**src/rtl/fetch_sequencer_pkg.sv**
```systemverilog
// Shared types for the instruction-fetch sequencer: state encoding, strobe bundle
// and the width helper used to size the wait counter and IR byte index.
`ifndef DATA_WIDTH
`define DATA_WIDTH 8
`endif

package fetch_sequencer_pkg;

    typedef enum logic [2:0] {
        ST_IDLE    = 3'd0,
        ST_PC2MAR  = 3'd1,
        ST_MEMWAIT = 3'd2,
        ST_MEM2IR  = 3'd3,
        ST_DONE    = 3'd4,
        ST_JUMP    = 3'd5,
        ST_JDONE   = 3'd6
    } state_e;

    typedef struct packed {
        logic pc_cs;
        logic pc_oe;
        logic pc_we;
        logic pc_cnt_en;
        logic mar_cs;
        logic mar_we;
        logic mem_cs;
        logic mem_oe;
        logic ir_cs;
        logic ir_we;
        logic opr_oe;
        logic fetch_done;
        logic jump_done;
    } strobes_t;

    localparam strobes_t STROBES_OFF = 13'b0;

    // $clog2 that never collapses to a zero-width vector
    function automatic int unsigned width_min1(input int unsigned n);
        return (n <= 32'd2) ? 32'd1 : 32'($clog2(n));
    endfunction

endpackage

```
**src/rtl/fetch_sequencer.sv**
```systemverilog
// Instruction-fetch / PC-load control FSM. Drives Moore-decoded strobes for the PC
// counter, MAR, memory and IR on a shared tri-state bus; owns no data path.
`ifndef DATA_WIDTH
`define DATA_WIDTH 8
`endif

module fetch_sequencer
    import fetch_sequencer_pkg::*;
#(
    parameter int unsigned DATA_WIDTH  = `DATA_WIDTH,
    parameter int unsigned WAIT_CYCLES = 1,
    parameter int unsigned IR_BYTES    = 1
) (
    input  logic                               clk,
    input  logic                               reset,
    input  logic                               fetch_req,
    input  logic                               jump_req,
    input  logic                               stall,
    output logic                               pc_cs,
    output logic                               pc_oe,
    output logic                               pc_we,
    output logic                               pc_cnt_en,
    output logic                               mar_cs,
    output logic                               mar_we,
    output logic                               mem_cs,
    output logic                               mem_oe,
    output logic                               ir_cs,
    output logic                               ir_we,
    output logic [width_min1(IR_BYTES)-1:0]    ir_sel,
    output logic                               opr_oe,
    output logic                               busy,
    output logic                               fetch_done,
    output logic                               jump_done
);

    localparam int unsigned      CNT_W    = width_min1(WAIT_CYCLES + 32'd1);
    localparam int unsigned      IDX_W    = width_min1(IR_BYTES);
    localparam logic [CNT_W-1:0] CNT_LOAD = CNT_W'(WAIT_CYCLES);
    localparam logic [CNT_W-1:0] CNT_ONE  = CNT_W'(32'd1);
    localparam logic [CNT_W-1:0] CNT_ZERO = CNT_W'(32'd0);
    localparam logic [IDX_W-1:0] IDX_LAST = IDX_W'(IR_BYTES - 32'd1);
    localparam logic [IDX_W-1:0] IDX_ONE  = IDX_W'(32'd1);
    localparam logic [IDX_W-1:0] IDX_ZERO = IDX_W'(32'd0);

    if (IR_BYTES < 32'd1 || DATA_WIDTH < 32'd1) begin : g_bad_params
        $error("fetch_sequencer: IR_BYTES and DATA_WIDTH must be at least 1");
    end

    state_e           state_q, state_d;
    logic [CNT_W-1:0] cnt_q, cnt_d;
    logic [IDX_W-1:0] idx_q, idx_d;
    strobes_t         strb_s;
    logic [IDX_W-1:0] sel_s;

    // State, wait counter and byte index registers
    always_ff @(posedge clk or negedge reset) begin
        if (!reset) begin
            state_q <= ST_IDLE;
            cnt_q   <= CNT_ZERO;
            idx_q   <= IDX_ZERO;
        end else begin
            state_q <= state_d;
            cnt_q   <= cnt_d;
            idx_q   <= idx_d;
        end
    end

    // Next-state logic; a stall outside IDLE freezes state, counter and index
    always_comb begin
        state_d = state_q;
        cnt_d   = cnt_q;
        idx_d   = idx_q;
        if (state_q == ST_IDLE) begin
            if (jump_req) begin
                state_d = ST_JUMP;
            end else if (fetch_req) begin
                state_d = ST_PC2MAR;
            end else begin
                state_d = ST_IDLE;
            end
        end else if (stall) begin
            state_d = state_q;
        end else begin
            case (state_q)
                ST_PC2MAR: begin
                    cnt_d = CNT_LOAD;
                    if (WAIT_CYCLES > 32'd0) begin
                        state_d = ST_MEMWAIT;
                    end else begin
                        state_d = ST_MEM2IR;
                    end
                end
                ST_MEMWAIT: begin
                    // leave on the last wait cycle so MEMWAIT lasts exactly WAIT_CYCLES
                    if (cnt_q <= CNT_ONE) begin
                        cnt_d   = CNT_ZERO;
                        state_d = ST_MEM2IR;
                    end else begin
                        cnt_d   = cnt_q - CNT_ONE;
                        state_d = ST_MEMWAIT;
                    end
                end
                ST_MEM2IR: begin
                    if (idx_q == IDX_LAST) begin
                        idx_d   = IDX_ZERO;
                        state_d = ST_DONE;
                    end else begin
                        idx_d   = idx_q + IDX_ONE;
                        state_d = ST_PC2MAR;
                    end
                end
                ST_DONE:  state_d = ST_IDLE;
                ST_JUMP:  state_d = ST_JDONE;
                ST_JDONE: state_d = ST_IDLE;
                default: begin
                    state_d = ST_IDLE;
                    cnt_d   = CNT_ZERO;
                    idx_d   = IDX_ZERO;
                end
            endcase
        end
    end

    // Moore strobe decode; stall blanks every strobe and done pulse
    always_comb begin
        strb_s = STROBES_OFF;
        sel_s  = IDX_ZERO;
        if (stall) begin
            strb_s = STROBES_OFF;
        end else begin
            case (state_q)
                ST_IDLE: strb_s = STROBES_OFF;
                ST_PC2MAR: begin
                    strb_s.pc_cs  = 1'b1;
                    strb_s.pc_oe  = 1'b1;
                    strb_s.mar_cs = 1'b1;
                    strb_s.mar_we = 1'b1;
                end
                ST_MEMWAIT: strb_s.mem_cs = 1'b1;
                ST_MEM2IR: begin
                    // memory owns the bus here, so the PC counts without driving it
                    strb_s.mem_cs    = 1'b1;
                    strb_s.mem_oe    = 1'b1;
                    strb_s.ir_cs     = 1'b1;
                    strb_s.ir_we     = 1'b1;
                    strb_s.pc_cs     = 1'b1;
                    strb_s.pc_cnt_en = 1'b1;
                    sel_s            = idx_q;
                end
                ST_DONE: strb_s.fetch_done = 1'b1;
                ST_JUMP: begin
                    strb_s.pc_cs  = 1'b1;
                    strb_s.pc_we  = 1'b1;
                    strb_s.opr_oe = 1'b1;
                end
                ST_JDONE: strb_s.jump_done = 1'b1;
                default: strb_s = STROBES_OFF;
            endcase
        end
    end

    assign pc_cs      = strb_s.pc_cs;
    assign pc_oe      = strb_s.pc_oe;
    assign pc_we      = strb_s.pc_we;
    assign pc_cnt_en  = strb_s.pc_cnt_en;
    assign mar_cs     = strb_s.mar_cs;
    assign mar_we     = strb_s.mar_we;
    assign mem_cs     = strb_s.mem_cs;
    assign mem_oe     = strb_s.mem_oe;
    assign ir_cs      = strb_s.ir_cs;
    assign ir_we      = strb_s.ir_we;
    assign ir_sel     = sel_s;
    assign opr_oe     = strb_s.opr_oe;
    assign fetch_done = strb_s.fetch_done;
    assign jump_done  = strb_s.jump_done;
    assign busy       = (state_q != ST_IDLE);

endmodule

```
**config.mk**
```make
export PLATFORM = sky130hd
export DESIGN_NAME = fetch_sequencer
export DESIGN_NICKNAME = d
export VERILOG_FILES = /design/src/rtl/fetch_sequencer_pkg.sv /design/src/rtl/fetch_sequencer.sv
export SDC_FILE = /design/constraint.sdc
export NUM_CORES = 1
export LEC_CHECK = 0
export CAP_MARGIN = 40
export CORE_AREA = 2 2 39 41
export CTS_CLUSTER_SIZE = 30
export DETAILED_ROUTE_END_ITERATION = 10
export DIE_AREA = 0 0 41 43
export HOLD_SLACK_MARGIN = 0.03
export PLACE_DENSITY = 0.59
export SLEW_MARGIN = 5
export SYNTH_ARGS = -nofsm -noshare
export SYNTH_HDL_FRONTEND = slang
export SYNTH_SLANG_ARGS = --single-unit
```
**constraint.sdc**
```tcl
create_clock -name clk -period 1.87 [get_ports clk]
set_input_delay 0.4675 -clock clk [delete_from_list [all_inputs] [get_ports clk]]
set_output_delay 0.4675 -clock clk [all_outputs]
set_load 0.05 [all_outputs]
```
# [Word-level counts from Yosys, hierarchy flattened]
# Index checks and enable logic that the tools add are counted.
[totals] reg_bits=5 in_bits=5 output_inout_bits=15 wordCells=48
[op_classes] n_addsub=2 n_lt_le_gt_ge=1 n_eq_ne=7 muxes=23 bitwise_logic=4 reduce_logical=8
[op_table] operator="3-bit 2-to-1 mux" count=5
[op_table] operator="1-bit 2-to-1 mux" count=13
[op_table] operator="13-bit 2-to-1 mux" count=1
[op_table] operator="3-bit case mux with 4 select lines" count=1
[op_table] operator="3-bit equality test (second input constant)" count=3
[op_table] operator="3-bit by 2-bit equality test with 1-bit output (second input constant)" count=2
[op_table] operator="3-bit AND reduction" count=2
[op_table] operator="5-bit OR reduction" count=1
[op_table] operator="1-bit inverter" count=4
[op_table] operator="4-bit OR reduction" count=1
[op_table] operator="3-bit by 1-bit equality test with 1-bit output (second input constant)" count=1
[op_table] operator="3-bit logical NOT" count=1
[op_table] operator="1-bit case mux with 3 select lines" count=1
[op_table] operator="3-bit nonzero test" count=1
[op_table] operator="3-bit OR reduction" count=1
[op_table] operator="2-bit 2-to-1 mux" count=1
[op_table] operator="2-bit by 1-bit inequality test with 1-bit output (second input constant)" count=1
[op_table] operator="1-bit case mux with 2 select lines" count=1
[op_table] operator="2-bit OR reduction" count=1
[op_table] operator="1-bit adder (second input constant)" count=1
[op_table] operator="1-bit <= comparator (second input constant)" count=1
[op_table] operator="1-bit subtractor (second input constant)" count=1

# [Depth between registers and ports, before layout]
# Gate-level depths: netlist of the first run.
[logic_depth] ltp_word=5 depth_mapped=4 mapped_depth_nobuf=3

# [Least setup slack after synthesis of the first run]
# Ideal clock, no wire load.
[synth_path] kind="register -> output" from="register state_q[1]" to="output mar_we" t_arrival_ns=1.643 required_time_ns=1.402 setup_slack_ns=-0.240 path_stages_with_launch=5 n_path_buf=2 path_cell_list="dfrtp_1 -> buf_2 -> or3_4 -> nor2_2 -> buf_4"
[synth_via] elab_chain_len=3
[synth_lines] item="start: declaration" line_no="fetch_sequencer.sv:49" text="state_e state_q, state_d;"
[synth_lines] item="start signal: assignment" line_no="fetch_sequencer.sv:62" text="state_q <= state_d;"
[synth_lines] item="3-bit by 1-bit equality test with 1-bit output" line_no="fetch_sequencer.sv:131" text="case (state_q)"
[synth_lines] item="2-bit 2-to-1 mux" line_no="fetch_sequencer.sv:131"
[synth_lines] item="13-bit 2-to-1 mux" line_no="fetch_sequencer.sv:128" text="if (stall) begin"
[synth_lines] item="end: declaration" line_no="fetch_sequencer.sv:24" text="output logic mar_we,"
# No other way between the ends.

# [Worst setup path after layout of the first run]
[layout_path] from="register state_q[1]" to="output mar_cs"
[layout_via] elab_chain_len=3
[layout_lines] item="3-bit by 1-bit equality test with 1-bit output" line_no="fetch_sequencer.sv:131"
[layout_lines] item="2-bit 2-to-1 mux" line_no="fetch_sequencer.sv:131"
[layout_lines] item="13-bit 2-to-1 mux" line_no="fetch_sequencer.sv:128"
[layout_lines] item="end: declaration" line_no="fetch_sequencer.sv:23" text="output logic mar_cs,"
# No other way between the ends.

==> load_flow_metrics.sql, run 1 <==
INSERT INTO impl_metrics (metric_group, metric, value, unit) VALUES
('setup_path', 'startpoint', 'state_q[1]$_DFFE_PN0P_', ''),
('layout', 'nets_finish', '61', ''),
('sta', 'setup-violations-final', '0', ''),
('sta', 'finalHoldWorstSlack', '0.423', 'ns'),
('floorplan', 'floorplan.die.height', '43', 'um'),
('setup_path', 'ff2ff_path_depth', '4', ''),
('sta', 'slew_viol_final', '0', ''),
('sta', 'clock_period_minus_worst_slack', '1.85', 'ns'),
('layout', 'largest_register_ff_count', '3', ''),
('sta', 'timing.setup.tns', '0', 'ns'),
('routing', 'dr_total_vias', '305', ''),
('routing', 'post_route_antenna_net_violation_count', '0', ''),
('grt', 'grt_util_all_layers', '9.94', '%'),
('setup_path', 'setup.worst_path.start_class', 'flip-flop', ''),
('routing', 'drt_pass1_iterations', '2', ''),
('logic_synthesis', 'ys.warnings.count', '0', ''),
('setup_path', 'r2r_setup_slack', '0.61', 'ns'),
('grt', 'grt_start_max_net_pins', '10', ''),
('clocking', 'clock_tree.htree_level_count', '1', ''),
('routing', 'first_iter_violations', '3', ''),
('logic_synthesis', 'synthesized_nets', '42', ''),
('run', 'max-cap-violations', '0', ''),
('logic_synthesis', 'avgSynthCellArea', '7.41', 'um2'),
('grt', 'overflow_left_after_global_routing', '0', ''),
('clocking', 'cts.root.buffer_cell', 'sky130_fd_sc_hd__clkbuf_4', ''),
('logic_synthesis', 'synth-seq-area-share', '27.4', '%'),
('floorplan', 'die_span_in_x', '41', 'um'),
('logic_synthesis', 'ys_ff_latch', '3', ''),
('logic_synthesis', 'synth_compound_gate_area_share', '11.9', '%'),
('worst_hold_path', 'worstHoldPathType', 'in -> async', ''),
('layout', 'layout_commonest_cell', 'sky130_fd_sc_hd__buf_12', ''),
('power', 'leakagePower', '0.000268', 'uW'),
('routing', 'vias_per_cell', '4.30', ''),
('layout', 'largest_register', 'state_q', ''),
('routing', 'post_route_wl', '696', 'um'),
('power', 'vdd_ir_drop_max', '0.774', 'mV'),
('place', 'detailed_place_hpwl', '573', 'um'),
('place', 'worst_setup_slack_post_dpl', '-0.286', 'ns'),
('clocking', 'cts_buffer_depth', '2', ''),
('clocking', 'clock-sinks', '3', ''),
('clocking', 'tritoncts_clock_tree', 'built', ''),
('logic_synthesis', 'portion_of_netlist_area_occupied_by_mux_cells', '0', '%'),
('sta', 'timing.final.hold_violations', '0', ''),
('place', 'place.port_buffers', '18', ''),
('routing', 'wl_per_cell', '9.80', 'um'),
('logic_synthesis', 'netlist_instances', '37', ''),
('floorplan', 'top_level_ports', '20', ''),
('routing', 'route.detailed.drc', '0', ''),
('floorplan', 'core_area', '0.00138', 'mm2'),
('place', 'placer_s_final_routability_congestion_estimate', '0.799', ''),
('layout', 'final_cell_mix', '14 x sky130_fd_sc_hd__buf_12, 4 x sky130_fd_sc_hd__nor2_1, 4 x sky130_fd_sc_hd__buf_4', ''),
('layout', 'largest_registers', 'state_q: 3 flops', ''),
('layout', 'area.growth.synth_to_final', '129', '%'),
('layout', 'layout.core_utilization', '45.3', '%'),
('clocking', 'clk_transition_reported_paths', '0.04', 'ns'),
('layout', 'final_layout_size_suffix_gt1_share', '52.7', '%'),
('sta', 'clock.fmax', '0.542', 'GHz'),
('sta', 'finalCritPeriodShare', '98.7', '%'),
('logic_synthesis', 'synth.cell_area', '274', 'um2'),
('grt', 'vias_in_the_first_global_route', '306', ''),
('setup_path', 'worstReg2RegStart', 'state_q[1]$_DFFE_PN0P_', ''),
('sta', 'clock-skew-final', '0.000385', 'ns'),
('clocking', 'cts-buffers-inserted', '3', ''),
('logic_synthesis', 'synth_xor_xnor_area_share', '0', '%'),
('setup_path', 'worst_ep_arrival_time', '1.38', 'ns'),
('clocking', 'clk_latency_worst_skew_pair', '0.23', 'ns'),
('sta', 'grt_setup_unrepaired', 'yes', ''),
('setup_path', 'worstSetupPathType', 'reg -> out', ''),
('run_status', 'outcome', 'complete, no violations', ''),
('setup_path', 'crit_required', '1.40', 'ns'),
('sta', 'fin_ws', '0.0246', 'ns');
-- where the power goes --
part           switching [uW]  leakage (uW)  internal (uW)
Sequential               20.0     0.0000363           98.1
Combinational             502      0.000217            390
Clock                    32.7     0.0000150           79.9
-- kinds of logic after synthesis --
group,count (synthesis)
flip-flops,3
AO/OA/AOI/OAI,6
AND/OR/NAND/NOR,16
other,1
buffers and inverters,11
-- how the worst max path moves through the flow --
| stage | slack [ns] | to |
|---|---|---|
| 2_1_floorplan | -0.04 | mar_we |
| 3_3_place_gp | -0.26 | mar_cs |
| 3_5_place_dp | -0.29 | mar_cs |
| 4_1_cts | -0.02 | mar_cs |
| 5_1_grt | -0.03 | mar_we |
| 6_report | 0.02 | mar_cs |
-- cell usage after synthesis, drive strengths merged --
library cell  number  area [um2]
a21oi              2        10.0
a31oi              2        12.5
and3               1        6.26
and4bb             1        12.5
buf                8        57.6
conb               1        3.75
dfrtp              3        75.1
inv                3        11.3
nand2              3        11.3
nand2b             1        6.26
nor2               6        27.5
nor3               1        5.00
nor4               1        6.26
o21ai              2        10.0
or2b               1        7.51
or3                1        11.3
-- stage by stage --
stage,instances,cell area (um2)
after floorplan,37,303
after global placement,67,606
after detailed placement,67,606
after CTS,71,627
after global routing,71,627
final,71,627
-- metal layers --
metal	vias up	track usage, %	part of all wire (%)
met5	-	0	0
met4	0	6.00	0
met3	0	4.19	8.5
met2	13	14.1	50
met1	142	11.9	41
li1	150	-	-
-- repair_timing --
item                       CTS  global route
setup buffers                0             0
gates resized for setup      4             0
setup endpoints to repair   13             3
pin swaps                    2             1
-- cell type report --
class                   instances  area (um2)
well taps                      16        20.0
flip-flops and latches          3        75.1
fillers                       126         757
repair buffers                 22         345
clock buffers                   4        26.3
inverters                       3        11.3
multi-input cells              23         149
-- worst max-delay path: stages, from the launching register on --
cell and delay [ns]:
sky130_fd_sc_hd__dfrtp_1 0.38, sky130_fd_sc_hd__or3_4 0.41, sky130_fd_sc_hd__nor2_4 0.20, sky130_fd_sc_hd__buf_12 0.17
Power figures use the tool's default switching activity.
==> inputs of run 2 (changes only) <==
--- a/config.mk
+++ b/config.mk
@@ -12,6 +12,7 @@
 export DIE_AREA = 0 0 41 43
 export HOLD_SLACK_MARGIN = 0.03
 export PLACE_DENSITY = 0.59
+export SETUP_SLACK_MARGIN = 0.15
 export SLEW_MARGIN = 5
 export SYNTH_ARGS = -nofsm -noshare
 export SYNTH_HDL_FRONTEND = slang
==> load_flow_metrics.sql, run 2 (synthesis results as in run 1) <==
INSERT INTO impl_metrics (metric_group, metric, value, unit) VALUES
('run_status', 'outcome', 'complete, no violations', ''),
('layout', 'final_instance_area', '714', 'um2'),
('layout', 'area.growth.synth_to_final', '161', '%'),
('sta', 'setup-violations-final', '0', ''),
('grt', 'overflow_left_after_global_routing', '0', ''),
('place', 'placer_s_final_routability_congestion_estimate', '0.793', ''),
('routing', 'route.detailed.drc', '0', ''),
('clocking', 'clock_tree.htree_level_count', '1', ''),
('setup_path', 'ff2ff_path_depth', '5', ''),
('sta', 'slew_viol_final', '0', ''),
('setup_path', 'r2r_setup_slack', '0.55', 'ns'),
('place', 'detailed_place_hpwl', '568', 'um'),
('place', 'postPlaceCellArea', '611', 'um2'),
('layout', 'largest_register_ff_count', '3', ''),
('setup_path', 'rr_endpoint', 'state_q[0]$_DFFE_PN0P_', ''),
('setup_path', 'critical-path-top-delay-family', 'simple AND/OR/NAND/NOR gates', ''),
('sta', 'timing.final.hold_violations', '0', ''),
('sta', 'finalCritPeriodShare', '99.2', '%'),
('setup_path', 'setup.worst_path.start_class', 'flip-flop', ''),
('layout', 'largest_registers', 'state_q: 3 flops', ''),
('layout', 'layout_commonest_cell', 'sky130_fd_sc_hd__buf_12', ''),
('setup_path', 'worst_ep_arrival_time', '1.39', 'ns'),
('layout', 'final_cell_mix', '14 x sky130_fd_sc_hd__buf_12, 6 x sky130_fd_sc_hd__buf_4', ''),
('sta', 'grt_setup_unrepaired', 'yes', ''),
('clocking', 'clk_transition_reported_paths', '0.04', 'ns'),
('clocking', 'cts_hold_buf', '0', ''),
('layout', 'largest_register', 'state_q', ''),
('clocking', 'cts.root.buffer_cell', 'sky130_fd_sc_hd__clkbuf_4', ''),
('layout', 'final_layout_size_suffix_gt1_share', '66.7', '%'),
('grt', 'grt_util_all_layers', '12.1', '%'),
('routing', 'first_iter_violations', '4', ''),
('grt', 'vias_in_the_first_global_route', '358', ''),
('layout', 'antenna_diodes', '0', ''),
('setup_path', 'critical_path.cell_chain', 'or3_4 -> nor2_4 -> buf_12', ''),
('clocking', 'tritoncts_clock_tree', 'built', ''),
('clocking', 'clk_latency_worst_skew_pair', '0.24', 'ns'),
('clocking', 'cts_buffer_depth', '2', ''),
('place', 'place.port_buffers', '18', ''),
('worst_hold_path', 'worstHoldPathType', 'in -> async', ''),
('floorplan', 'die_span_in_x', '41', 'um'),
('sta', 'fin_ws', '0.0152', 'ns'),
('power', 'vdd_ir_drop_max', '0.805', 'mV'),
('floorplan', 'die_area', '0.00176', 'mm2'),
('grt', 'grt_start_max_net_pins', '10', ''),
('setup_path', 'cp_slowest_stage_delay', '0.41', 'ns'),
('floorplan', 'core_area', '0.00138', 'mm2'),
('setup_path', 'crit_required', '1.40', 'ns'),
('setup_path', 'worst_path_max_delay_cell', 'sky130_fd_sc_hd__or3_4', ''),
('floorplan', 'floorplan.die.height', '43', 'um'),
('place', 'worst_setup_slack_post_dpl', '-0.284', 'ns'),
('setup_path', 'crit_fanout', '3', ''),
('routing', 'post_route_wl', '950', 'um'),
('power', 'leakagePower', '0.000306', 'uW'),
('power', 'power.density', '1810', 'mW/mm2'),
('routing', 'vias_per_cell', '4.54', ''),
('routing', 'drt_pass1_iterations', '4', ''),
('floorplan', 'top_level_ports', '20', ''),
('grt', 'grt_pass1_wl', '1440', 'um'),
('setup_path', 'timing.critical_path.buf_inv', '1', ''),
('sta', 'clock-skew-final', '0.00234', 'ns'),
('setup_path', 'crit_path_end_kind', 'output port', ''),
('routing', 'wl_per_cell', '12.5', 'um'),
('routing', 'post_route_antenna_net_violation_count', '0', ''),
('layout', 'nets_finish', '66', ''),
('grt', 'number_of_antenna_violations_at_the_first_check_in_global_routing', '0', ''),
('routing', 'dr_total_vias', '345', ''),
('setup_path', 'worstReg2RegStart', 'state_q[0]$_DFFE_PN0P_', ''),
('clocking', 'clock-sinks', '3', ''),
('floorplan', 'start_util', '19.8', '%'),
('sta', 'clock.fmax', '0.539', 'GHz'),
('floorplan', 'std_cell_rows', '14', ''),
('clocking', 'cts-buffers-inserted', '3', ''),
('sta', 'clock_period_minus_worst_slack', '1.85', 'ns'),
('setup_path', 'worstSetupPathType', 'reg -> out', ''),
('run', 'max-cap-violations', '0', '');
==> run 2: cell types whose count changed in the layout (fill, tap and decap cells not counted), moves of 2 or more <==
| cell | previous run | this run |
|---|---|---|
| sky130_fd_sc_hd__buf_6 | 0 | 3 |
| sky130_fd_sc_hd__buf_4 | 4 | 6 |
| sky130_fd_sc_hd__nor2_2 | 0 | 3 |
| sky130_fd_sc_hd__nor2_1 | 4 | 1 |
==> run 2: repair_timing <==
action                     CTS  global route
setup buffers                3             2
pin swaps                    4             5
gates resized for setup      9             7
setup endpoints to repair   14            13
==> run 2: how the worst max path moves through the flow <==
stage / startpoint / endpoint / slack, ns / depth (start not counted)
2_1_floorplan: state_q[1]$_DFFE_PN0P_ / mar_we / -0.04 / 4
3_3_place_gp: stall / mar_cs / -0.27 / 4
3_5_place_dp: stall / mar_we / -0.28 / 4
4_1_cts: state_q[1]$_DFFE_PN0P_ / mar_we / -0.02 / 3
5_1_grt: state_q[1]$_DFFE_PN0P_ / mar_we / -0.03 / 3
6_report: state_q[1]$_DFFE_PN0P_ / mar_we / 0.02 / 3
==> run 2: worst reg2reg max path, stage by stage, from the launching register on <==
cell                      delay, ns
sky130_fd_sc_hd__dfrtp_1       0.39
sky130_fd_sc_hd__buf_4         0.15
sky130_fd_sc_hd__buf_6         0.12
sky130_fd_sc_hd__nor4_1        0.27
sky130_fd_sc_hd__a31oi_1       0.09
sky130_fd_sc_hd__and3_1        0.20
==> run 2: per-stage QoR <==
| stage | power [uW] | cells | util (%) | hold slack (ns) | TNS, ns |
|---|---|---|---|---|---|
| after global placement | 1010 | 67 | 44.1 | 0.608 | -2.77 |
| after CTS | 1190 | 74 | 48.4 | 0.409 | -0.0698 |
| after global routing | 1350 | 76 | 51.6 | 0.425 | -0.0904 |
| after detailed placement | 1020 | 67 | 44.1 | 0.597 | -2.87 |
| final | 1290 | 76 | 51.6 | 0.412 | 0 |
| after floorplan | 653 | 37 | - | 0.172 | -0.100 |
==> run 2: cell type report <==
cell class	count	area, um2
repair buffers	27	404
well taps	16	20.0
clock buffers	4	26.3
flip-flops and latches	3	76.3
multi-input cells	23	176
fillers	122	669
inverters	3	11.3
==> run 2: metal layers <==
layer,vias to the layer above,global-route usage (%),share of wire [%]
met2,18,15.6,51
met4,0,11.3,4.0
met5,-,0,0
met3,4,2.09,6.0
met1,163,15.9,39
li1,160,-,-
==> run 2: power breakdown <==
group	internal, uW	total (uW)	leakage, uW	switching, uW
Combinational	483	1040	0.000256	559
Clock	80.3	119	0.0000150	38.5
Sequential	100	130	0.0000351	29.7
